### config.mk
export PLATFORM = sky130hd
export DESIGN_NAME = pwm_capture
export DESIGN_NICKNAME = d
export VERILOG_FILES = /design/src/rtl/pwm_pkg.sv /design/src/rtl/pwm_duty_div.sv /design/src/rtl/pwm_capture.sv
export SDC_FILE = /design/constraint.sdc
export NUM_CORES = 1
export LEC_CHECK = 0
export CAP_MARGIN = 20
export CORE_MARGIN = 2
export CORE_UTILIZATION = 40
export CTS_BUF_LIST = sky130_fd_sc_hd__clkbuf_8
export DETAILED_ROUTE_END_ITERATION = 8
export PLACE_DENSITY_LB_ADDON = 0.25
export SLEW_MARGIN = 20
export SYNTH_ARGS = -nofsm -noshare
export SYNTH_HDL_FRONTEND = slang
export SYNTH_HIERARCHICAL = 1
export SYNTH_SLANG_ARGS = --single-unit
### constraint.sdc
create_clock -name clk -period 6.05 [get_ports clk]
set_input_delay 1.21 -clock clk [delete_from_list [all_inputs] [get_ports clk]]
set_output_delay 1.21 -clock clk [all_outputs]
set_load 0.02 [all_outputs]
### src/rtl/pwm_pkg.sv
// Shared definitions for the PWM blocks: default counter width, duty width
// and the FSM state encodings for the capture block and its duty divider.
package pwm_pkg;

  localparam int CNT_W_DEF = 16;
  localparam int DUTY_W    = 8;

  typedef enum logic [0:0] {
    ACQUIRE,
    MEASURE
  } cap_state_t;

  typedef enum logic [0:0] {
    DIV_IDLE,
    DIVIDE
  } div_state_t;

endpackage

### src/rtl/pwm_duty_div.sv
// Restoring divider producing floor(dividend / divisor) for a dividend of
// the form high << DUTY_W with high <= divisor, so the quotient never exceeds
// 2^DUTY_W and DUTY_W+1 quotient bits (one per cycle) are enough.
// start is accepted only while idle; done pulses for one cycle with the
// final quotient, which then holds until the next start.
module pwm_duty_div
  import pwm_pkg::*;
#(
  parameter int CNT_W = CNT_W_DEF
) (
  input  logic                    clk,
  input  logic                    rst,
  input  logic                    start,
  input  logic [CNT_W+DUTY_W-1:0] dividend,
  input  logic [CNT_W-1:0]        divisor,
  output logic                    busy,
  output logic                    done,
  output logic [DUTY_W:0]         quotient
);

  localparam int STEPS  = DUTY_W + 1;
  localparam int STEP_W = $clog2(STEPS);
  localparam logic [STEP_W-1:0] LAST_STEP = STEP_W'(STEPS - 1);

  div_state_t          state, state_nxt;
  logic                load, iterate, last;
  logic [STEP_W-1:0]   step;
  logic [CNT_W:0]      rem;
  logic [CNT_W:0]      shifted;
  logic [DUTY_W-1:0]   low;
  logic [CNT_W-1:0]    dvs;
  logic                fits;

  // The first step compares the upper dividend part as-is; later steps
  // shift in the (zero) low dividend bits one at a time.
  assign shifted = (step == '0) ? rem : {rem[CNT_W-1:0], low[DUTY_W-1]};
  assign fits    = (shifted >= {1'b0, dvs});
  assign busy    = (state == DIVIDE);

  // State register
  always_ff @(posedge clk) begin
    if (rst) state <= DIV_IDLE;
    else     state <= state_nxt;
  end

  // Next-state and step control
  always_comb begin
    state_nxt = state;
    load      = 1'b0;
    iterate   = 1'b0;
    last      = 1'b0;
    case (state)
      DIV_IDLE: begin
        if (start) begin
          load      = 1'b1;
          state_nxt = DIVIDE;
        end
      end
      DIVIDE: begin
        iterate = 1'b1;
        if (step == LAST_STEP) begin
          last      = 1'b1;
          state_nxt = DIV_IDLE;
        end
      end
      default: state_nxt = DIV_IDLE;
    endcase
  end

  // Operand load and one restoring step per cycle
  always_ff @(posedge clk) begin
    if (rst) begin
      rem      <= '0;
      low      <= '0;
      dvs      <= '0;
      step     <= '0;
      quotient <= '0;
      done     <= 1'b0;
    end else begin
      done <= last;
      if (load) begin
        rem      <= {1'b0, dividend[CNT_W+DUTY_W-1:DUTY_W]};
        low      <= dividend[DUTY_W-1:0];
        dvs      <= divisor;
        step     <= '0;
        quotient <= '0;
      end else if (iterate) begin
        rem      <= fits ? (shifted - {1'b0, dvs}) : shifted;
        quotient <= {quotient[DUTY_W-1:0], fits};
        step     <= step + STEP_W'(1);
        if (step != '0) low <= {low[DUTY_W-2:0], 1'b0};
      end
    end
  end

endmodule

### src/rtl/pwm_capture.sv
// PWM capture: measures period and high time of an asynchronous PWM input
// in clk cycles, flags a stall when no rising edge arrives before the
// period counter saturates, and optionally estimates the 8-bit duty cycle.
// Define PWM_CAPTURE_DUTY_EN to build the duty divider; without it
// duty_cycle reads 0 and duty_valid never asserts.
// SYNC_STAGES must be 2 or 3.
module pwm_capture
  import pwm_pkg::*;
#(
  parameter int CNT_W       = CNT_W_DEF,
  parameter int SYNC_STAGES = 2
) (
  input  logic              clk,
  input  logic              rst,
  input  logic              pwm_in,
  output logic [CNT_W-1:0]  period_out,
  output logic [CNT_W-1:0]  high_out,
  output logic              meas_valid,
  output logic              stalled,
  output logic              level,
  output logic [DUTY_W-1:0] duty_cycle,
  output logic              duty_valid
);

  localparam logic [CNT_W-1:0] CNT_MAX = '1;

  logic [SYNC_STAGES-1:0] sync_q;
  logic                   sync_prev;
  logic                   rise_c;
  logic                   rise_p0;
  logic                   lvl_p0;
  cap_state_t             state, state_nxt;
  logic                   cnt_start, cnt_run, do_latch, do_timeout;
  logic [CNT_W-1:0]       period_cnt, high_cnt;

  function automatic logic [CNT_W-1:0] sat_inc(input logic [CNT_W-1:0] v);
    return (v == CNT_MAX) ? v : v + CNT_W'(1);
  endfunction

  assign level  = sync_q[SYNC_STAGES-1];
  assign rise_c = level & ~sync_prev;

  // Synchronizer chain plus edge-detect history flop
  always_ff @(posedge clk) begin
    if (rst) begin
      sync_q    <= '0;
      sync_prev <= 1'b0;
    end else begin
      sync_q    <= {sync_q[SYNC_STAGES-2:0], pwm_in};
      sync_prev <= level;
    end
  end

  // Stage p0: registered rise/level feeding the measurement FSM
  always_ff @(posedge clk) begin
    if (rst) begin
      rise_p0 <= 1'b0;
      lvl_p0  <= 1'b0;
    end else begin
      rise_p0 <= rise_c;
      lvl_p0  <= level;
    end
  end

  // Measurement FSM state register
  always_ff @(posedge clk) begin
    if (rst) state <= ACQUIRE;
    else     state <= state_nxt;
  end

  // Next state and counter control; a rise always beats a timeout
  always_comb begin
    state_nxt  = state;
    cnt_start  = 1'b0;
    cnt_run    = 1'b0;
    do_latch   = 1'b0;
    do_timeout = 1'b0;
    case (state)
      ACQUIRE: begin
        if (rise_p0) begin
          cnt_start = 1'b1;
          state_nxt = MEASURE;
        end
      end
      MEASURE: begin
        if (rise_p0) begin
          do_latch  = 1'b1;
          cnt_start = 1'b1;
        end else if (period_cnt == CNT_MAX) begin
          do_timeout = 1'b1;
          state_nxt  = ACQUIRE;
        end else begin
          cnt_run = 1'b1;
        end
      end
      default: state_nxt = ACQUIRE;
    endcase
  end

  // Period / high-time counters; the rise cycle itself counts as 1
  always_ff @(posedge clk) begin
    if (rst) begin
      period_cnt <= '0;
      high_cnt   <= '0;
    end else if (cnt_start) begin
      period_cnt <= CNT_W'(1);
      high_cnt   <= CNT_W'(1);
    end else if (cnt_run) begin
      period_cnt <= sat_inc(period_cnt);
      if (lvl_p0) high_cnt <= sat_inc(high_cnt);
    end else begin
      period_cnt <= '0;
      high_cnt   <= '0;
    end
  end

  // Stage p1: measurement outputs, stall flag and valid pulse
  always_ff @(posedge clk) begin
    if (rst) begin
      period_out <= '0;
      high_out   <= '0;
      meas_valid <= 1'b0;
      stalled    <= 1'b0;
    end else begin
      meas_valid <= do_latch | do_timeout;
      if (do_latch) begin
        period_out <= period_cnt;
        high_out   <= high_cnt;
        stalled    <= 1'b0;
      end else if (do_timeout) begin
        period_out <= '0;
        high_out   <= lvl_p0 ? CNT_MAX : '0;
        stalled    <= 1'b1;
      end
    end
  end

`ifdef PWM_CAPTURE_DUTY_EN
  logic              div_busy;
  logic              div_done;
  logic [DUTY_W:0]   div_q;

  function automatic logic [DUTY_W-1:0] sat_duty(input logic [DUTY_W:0] q);
    return q[DUTY_W] ? '1 : q[DUTY_W-1:0];
  endfunction

  // Measurements that arrive while a division is running are not divided
  pwm_duty_div #(
    .CNT_W(CNT_W)
  ) u_div (
    .clk      (clk),
    .rst      (rst),
    .start    (do_latch & ~div_busy),
    .dividend ({high_cnt, {DUTY_W{1'b0}}}),
    .divisor  (period_cnt),
    .busy     (div_busy),
    .done     (div_done),
    .quotient (div_q)
  );

  // Duty result register: timeout forces full/empty, else divider result
  always_ff @(posedge clk) begin
    if (rst) begin
      duty_cycle <= '0;
      duty_valid <= 1'b0;
    end else if (do_timeout) begin
      duty_cycle <= lvl_p0 ? '1 : '0;
      duty_valid <= 1'b1;
    end else if (div_done) begin
      duty_cycle <= sat_duty(div_q);
      duty_valid <= 1'b1;
    end else begin
      duty_valid <= 1'b0;
    end
  end
`else
  assign duty_cycle = '0;
  assign duty_valid = 1'b0;
`endif

endmodule

Word level (Yosys, flattened, before mapping)
Cells that the tools add are included.

Register bits after elaboration: 71. Input port bits: 3. Word-level logic and storage cells: 52.

Add/subtract/negate cells: 2. Equality and inequality tests: 5. Multiplexer cells: 22. Bitwise gates (word level): 6. Reductions and logical operators: 5.

Operators with widths (count): 2-to-1 mux 16 bit (5); adder 16 x 1 -> 16 bit (second input constant) (2); == test 16 bit (second input constant) (2); 2-to-1 mux 1 bit (16); != test 3 bit (second input constant) (3); inverter 1 bit (4); AND reduction 2 bit (2); OR reduction 3 bit (1); one-hot mux 1 bit (2 select lines) (1); nonzero test 2 bit (1); OR reduction 2 bit (1); bitwise AND 1 bit (1); OR 1 bit (1).

Longest topological paths before layout
Gate-level depths: netlist of run 1.

Word-level depth: 6. Depth in mapped cells: 7.

Least setup slack after synthesis of run 1
No wires, ideal clock.

Path type: input -> register. From: in rst. To: reg period_cnt[7]. Library setup time: 0.072 ns. Data arrival time: 2.396 ns. Required time: 5.978 ns. Path slack: 3.582 ns. Stages: 6. Path buffers: 3. Path through: clkbuf_1 > nor3b_1 > clkbuf_1 > clkbuf_1 > nand3_1 > mux2i_1.

Longest elaborated chain between the ends: 1.

Ends and longest elaborated chain: start: declaration (RTL line pwm_capture.sv:14) `input logic rst,`; OR reduction 3 bit (no source line); end signal: assignment (RTL line pwm_capture.sv:109) `period_cnt <= sat_inc(period_cnt);`; end: declaration (RTL line pwm_capture.sv:34) `logic [CNT_W-1:0] period_cnt, high_cnt;`.

No other way between the ends. A chain may end at the register's enable or synchronous reset.

==> flow_metrics.tcl, run 1 <==
set metrics [dict create \
    outcome "finished, final reports clean" \
    start_util 0.414 \
    hpwl_mm 4.99 \
    first_pass_iters 4 \
    postCtsSetupBuffers 0 \
    power_density_nw_per_um2 243 \
    drive_gt1_frac 0.0714 \
    fin_crit_ps 2740 \
    grt_max_degree 30 \
    ant_nets 0 \
    p_int_uw 703 \
    synth_cell_types 47 \
    syn_to_final_growth_pct 18.1 \
    clk_pin_slew_worst_paths_ps 80 \
    drc_errors 0 \
    drt-initial-drc-count 228 \
    fillers 760 \
    dpl.cell_count 478 \
    relSlewSlack 0.339 \
    final_util 0.489 \
    multi_input_area_um2 1630 \
    cts_buffer_depth 2 \
    worst_pin_slew_ps 988 \
    fin_worst_skew_ps 7.65 \
    power_frac_seq 0.525 \
    seq_area_um2 1420 \
    syn-instance-count 363 \
    ys_seq_area_frac 0.442 \
    tns_ps 0 \
    row_count 32 \
    synth_edf_count 0 \
    setup_viol 0 \
    gp_congestion 0.757 \
    synth_area_um2 3220 \
    finalHoldViolCount 0 \
    ys_dominant_reg_cell "dfxtp_1" \
    report.final.slew_viol_count 0 \
    synth_seq_cells 71 \
    fin_nets 392 \
    rsz0062_at_grt "false" \
    hold_class "flip-flop to flip-flop" \
    grt_util_all_layers 0.175 \
    synth_top_cells_by_area "dfxtp_1, a21oi_1, a22o_1, nand2_1, mux2i_1" \
    fmax_ghz 0.365 \
    fp.dieW_um 93.7 \
    core_um2 7770 \
    finalCritPeriodShare 0.453 \
    antenna_cells 0 \
    placed_cell_area_um2 3600 \
    worst-endpoint-required_ps 6320 \
    antenna_found_initial 0 \
    path_max_fanout 29 \
    avgSynthCellArea_um2 8.87 \
    stdcell_count 494 \
    cts_hold_buf 0 \
    cts.repair.resized 0 \
    cts.htree.levels 3 \
    vias_per_cell 5.63 \
    post_drt_wl_per_cell_um 14.5 \
    cp.arrival_ps 3010 \
    synthTopCellsByCount "dfxtp_1, a21oi_1, nand2_1, clkbuf_1, nand3_1" \
    ios 47 \
    clk-insertion-delay-late_ps 340 \
    vdd_ir_drop_max_v 0.000166 \
    pwr-share-comb 0.066 \
    synthDominantCellAreaShare 0.442 \
    cts_tree "done" \
    grt_pass1_wl_mm 12.4 \
    worstSetupPathType "input pin to flip-flop" \
    grt_pass1_vias 2604 \
    grt_overflow 0 \
    p_clk_frac 0.408 \
    cp-start-kind "input pin" \
    dieArea_um2 8780 \
    clock_sinks 71 \
    die_height_um 93.7 \
    p_leak_uw 0.00117 \
    synth_warnings 6 \
    via_count 2779 \
    wl_mm 7.17 \
    finalPower_uw 923 \
    numCtsBuffers 9 \
    maxCapViolations 0 \
    yosys.area.top_type "dfxtp_1" \
    cts-root-buf "clkbuf_8" \
    ys_async_sr_fraction 0 \
    p_sw_uw 221 \
    cp-end-kind "flip-flop" \
    yosysMostFrequentCell "dfxtp_1" \
    fin_area_um2 3800 \
    port_buffers 37 \
    swShare 0.239 \
]
-- kinds of logic after synthesis --
kind of cell               count (synthesis)  share of synthesized area
AOI/OAI and AO/OA                        106                      0.217
xor gates and xnor gates                   2                    0.00544
adders and majority gates                  2                    0.00777
buffers and inverters                     42                     0.0645
DFF                                       71                      0.442
muxes                                      9                     0.0280
other                                      1                    0.00117
and+or+nand+nor                          130                      0.234
-- critical path, cell delays in order --
cell,delay (ps)
clkdlybuf4s50_1,390
buf_4,230
or3b_2,460
or4b_2,630
o221ai_1,90
-- through the flow --
stage	hold slack [ps]	worst slack [ps]
global route	487	3270
floorplan	414	3580
detailed placement	454	2960
finish	470	3310
CTS	479	3330
global placement	450	2970
-- per-layer routing --
metal / GRT usage / vias up / share of wire
li1: - / 1395 / -
met1: 0.223 / 1315 / 0.46
met4: 0.0435 / 0 / 0.0074
met2: 0.290 / 62 / 0.49
met5: 0 / - / 0
met3: 0.0538 / 7 / 0.041
-- sequential cells by signal (all words and copies together), names as in the netlist --
signal	count
high_cnt	16
state	1
meas_valid	1
period_out	16
stalled	1
period_cnt	16
rise_p0	1
lvl_p0	1
high_out	16
sync_q	2
-- worst paths after layout --
path	from	endpoint	slack [ps]	depth (start not counted)
hold / removal	sync_q[0]$_SDFF_PP0_	sync_q[1]$_SDFF_PP0_	470	1
hold reg to reg	sync_q[0]$_SDFF_PP0_	sync_q[1]$_SDFF_PP0_	470	1
setup / recovery	rst	high_cnt[0]$_SDFFE_PP0P_	3310	5
setup reg to reg	period_cnt[1]$_SDFFE_PP0P_	period_out[14]$_SDFFE_PP0P_	3690	5
-- cell usage in the layout, fill, tap and decap left out, types with 4 or more instances in the layout --
cell type	count
nand3b_1	11
buf_4	4
clkdlybuf4s50_1	37
nor2b_1	4
mux2i_1	9
a31oi_1	9
o31ai_1	12
o21ai_0	13
dfxtp_1	71
and3_1	4
conb_1	9
nand2_1	36
or3_1	8
inv_1	8
nand4_1	11
a21oi_1	37
or4_1	8
nor2_1	9
clkbuf_8	10
a211oi_1	11
a22o_1	16
nand3_1	18
-- layout make-up --
class	count	area share
multi-input combinational	258	0.428
sequential	71	0.374
timing repair buffer	41	0.105
clock buffer	10	0.0362
tap	102	0.0336
clock inverter	6	0.0165
inverter	6	0.00593
-- power by group through the flow --
stage	Sequential, µW	Clock (µW)	Combinational [µW]
finish	485	377	61.4
global placement	496	0	60.7
floorplan	504	0	34.3
global route	487	409	67.2
CTS	485	389	61.4
detailed placement	496	0	61.3
Note: power is estimated with default switching activity, not from simulation.
==> run 2, diff against run 1 <==
==> constraint.sdc (replaced) <==
create_clock -name clk -period 2.25 [get_ports clk]
set_input_delay 0.45 -clock clk [delete_from_list [all_inputs] [get_ports clk]]
set_output_delay 0.45 -clock clk [all_outputs]
set_load 0.02 [all_outputs]
==> run 2 against run 1 <==
  * Global-route usage is 1.5 points higher
  * Critical path depth is 2 higher
  * Utilization is 1.2 points higher
  * First-iteration DRC count is 42% lower
  * Sequential cell count stayed put
  * Clock power is 130% higher
  * Sequential share of layout area is 0.88 points lower
  * Non-clock buffer count is 15 higher
  * Total power grew to 2.5 times the previous value
  * Cell count is 2.8% higher
  * Critical endpoint is now period_cnt[14]$_SDFFE_PP0P_
==> flow_metrics.tcl, run 2 (synthesis results as in run 1) <==
set metrics [dict create \
    power_density_nw_per_um2 605 \
    worst_pin_slew_ps 715 \
    fmax_ghz 0.480 \
    final_common_cell "dfxtp_1" \
    dieArea_um2 8780 \
    ios 47 \
    slowest_stage "or4_4" \
    grt_pass1_wl_mm 13.2 \
    antenna_found_initial 0 \
    cts.repair.resized 0 \
    crit_path_cell_trace "ha_1 -> nand4_1 -> or4_4 -> buf_4 -> nand2_1 -> buf_12 -> a211oi_1" \
    hold_class "flip-flop to flip-flop" \
    via_count 2869 \
    core_um2 7770 \
    grt_overflow 0 \
    cp.arrival_ps 2300 \
    report.final.slew_viol_count 0 \
    setup_viol 0 \
    fp.dieW_um 93.7 \
    cp-start-kind "flip-flop" \
    rsz0062_at_grt "false" \
    path_max_fanout 24 \
    grt_util_all_layers 0.191 \
    drt-initial-drc-count 132 \
    worst-endpoint-required_ps 2470 \
    drive_gt1_frac 0.108 \
    cp-end-kind "flip-flop" \
    gp_congestion 0.835 \
    ant_nets 0 \
    post_drt_wl_per_cell_um 15.4 \
    tns_ps 0 \
    first_pass_iters 4 \
    grt_pass1_vias 2758 \
    wl_mm 7.80 \
    row_count 32 \
    numCtsBuffers 9 \
    antenna_cells 0 \
    grt_max_degree 33 \
    start_util 0.414 \
    hp-start "sync_q[0]$_SDFF_PP0_" \
    syn_to_final_growth_pct 20.9 \
    cts_hold_buf 0 \
    mostFrequentLayoutCells "dfxtp_1, a21oi_1, clkdlybuf4s50_1" \
    critPathMaxStageDelay_ps 460 \
    vdd_ir_drop_max_v 0.000341 \
    fin_crit_ps 2080 \
    postCtsSetupBuffers 0 \
    p_leak_uw 0.00123 \
    clk-insertion-delay-late_ps 350 \
    fin_worst_skew_ps 6.38 \
    startpoint "period_cnt[0]$_SDFFE_PP0P_" \
    finalCritPeriodShare 0.926 \
    outcome "finished, final reports clean" \
    drc_errors 0 \
    fin_nets 407 \
    relSlewSlack 0.523 \
    cts-root-buf "clkbuf_8" \
    die_height_um 93.7 \
    clock_sinks 71 \
    placed_cell_area_um2 3720 \
    rr_startpoint "period_cnt[0]$_SDFFE_PP0P_" \
    hpwl_mm 5.44 \
    maxCapViolations 0 \
    cts.htree.levels 3 \
    clk_pin_slew_worst_paths_ps 70 \
    fin_area_um2 3890 \
    cts_tree "done" \
    finalHoldViolCount 0 \
    cts_buffer_depth 2 \
    worstSetupPathType "flip-flop to flip-flop" \
    port_buffers 37 \
    reg2reg_depth 7 \
    whs_path_depth 1 \
    vias_per_cell 5.65 \
]
[run 2: changes by cell type in the layout (fill, tap and decap cells not counted), sizes merged]
cell,before,now
buf,4,19
bufinv,1,0
clkinv,2,3
inv,8,7
[run 2: area by class of cell]
cell class	instances	area, µm²
fillers	753	3880
multi-input cells	258	1630
flip-flops and latches	71	1420
repair buffers	56	526
clock buffers	10	138
well taps	102	128
clock inverters	5	26.3
inverters	6	22.5
[run 2: path summary, 6_finish.rpt]
path | end | slack [ps]
max reg2reg | period_cnt[14]$_SDFFE_PP0P_ | 170
max | period_cnt[14]$_SDFFE_PP0P_ | 170
min reg2reg | sync_q[1]$_SDFF_PP0_ | 460
min | sync_q[1]$_SDFF_PP0_ | 460
[run 2: metal layers]
layer	share of wire	vias to the layer above	track usage
li1	-	1420	-
met1	0.45	1370	0.235
met2	0.49	67	0.317
met3	0.042	12	0.0562
met4	0.022	0	0.0664
met5	0	-	0
[run 2: stage by stage]
| stage | setup slack (ps) | hold slack [ps] | total power [µW] | utilization | std cells |
|---|---|---|---|---|---|
| after CTS | 156 | 461 | 2380 | 0.501 | 508 |
| after detailed placement | -22.4 | 436 | 1510 | 0.480 | 493 |
| after global placement | -31.6 | 450 | 1500 | 0.479 | 493 |
| final | 167 | 459 | 2350 | 0.501 | 508 |
| after floorplan | 142 | 414 | 1450 | - | 371 |
| after global routing | 52.3 | 477 | 2460 | 0.501 | 508 |
[run 2: where the power goes]
part / total (µW) / internal, µW / switching, µW
Sequential: 1300 / 1280 / 19.2
Clock: 876 / 414 / 462
Combinational: 175 / 72.1 / 103
Total: 2350 / 1770 / 584
[run 2: critical path, delay by kind of cell, from the launching register on]
| family | cells | cell delay, ps |
|---|---|---|
| simple gates | 3 | 840 |
| flops | 1 | 390 |
| compound gates | 1 | 50 |
| fa+ha+maj | 1 | 240 |
| buf+inv | 2 | 420 |
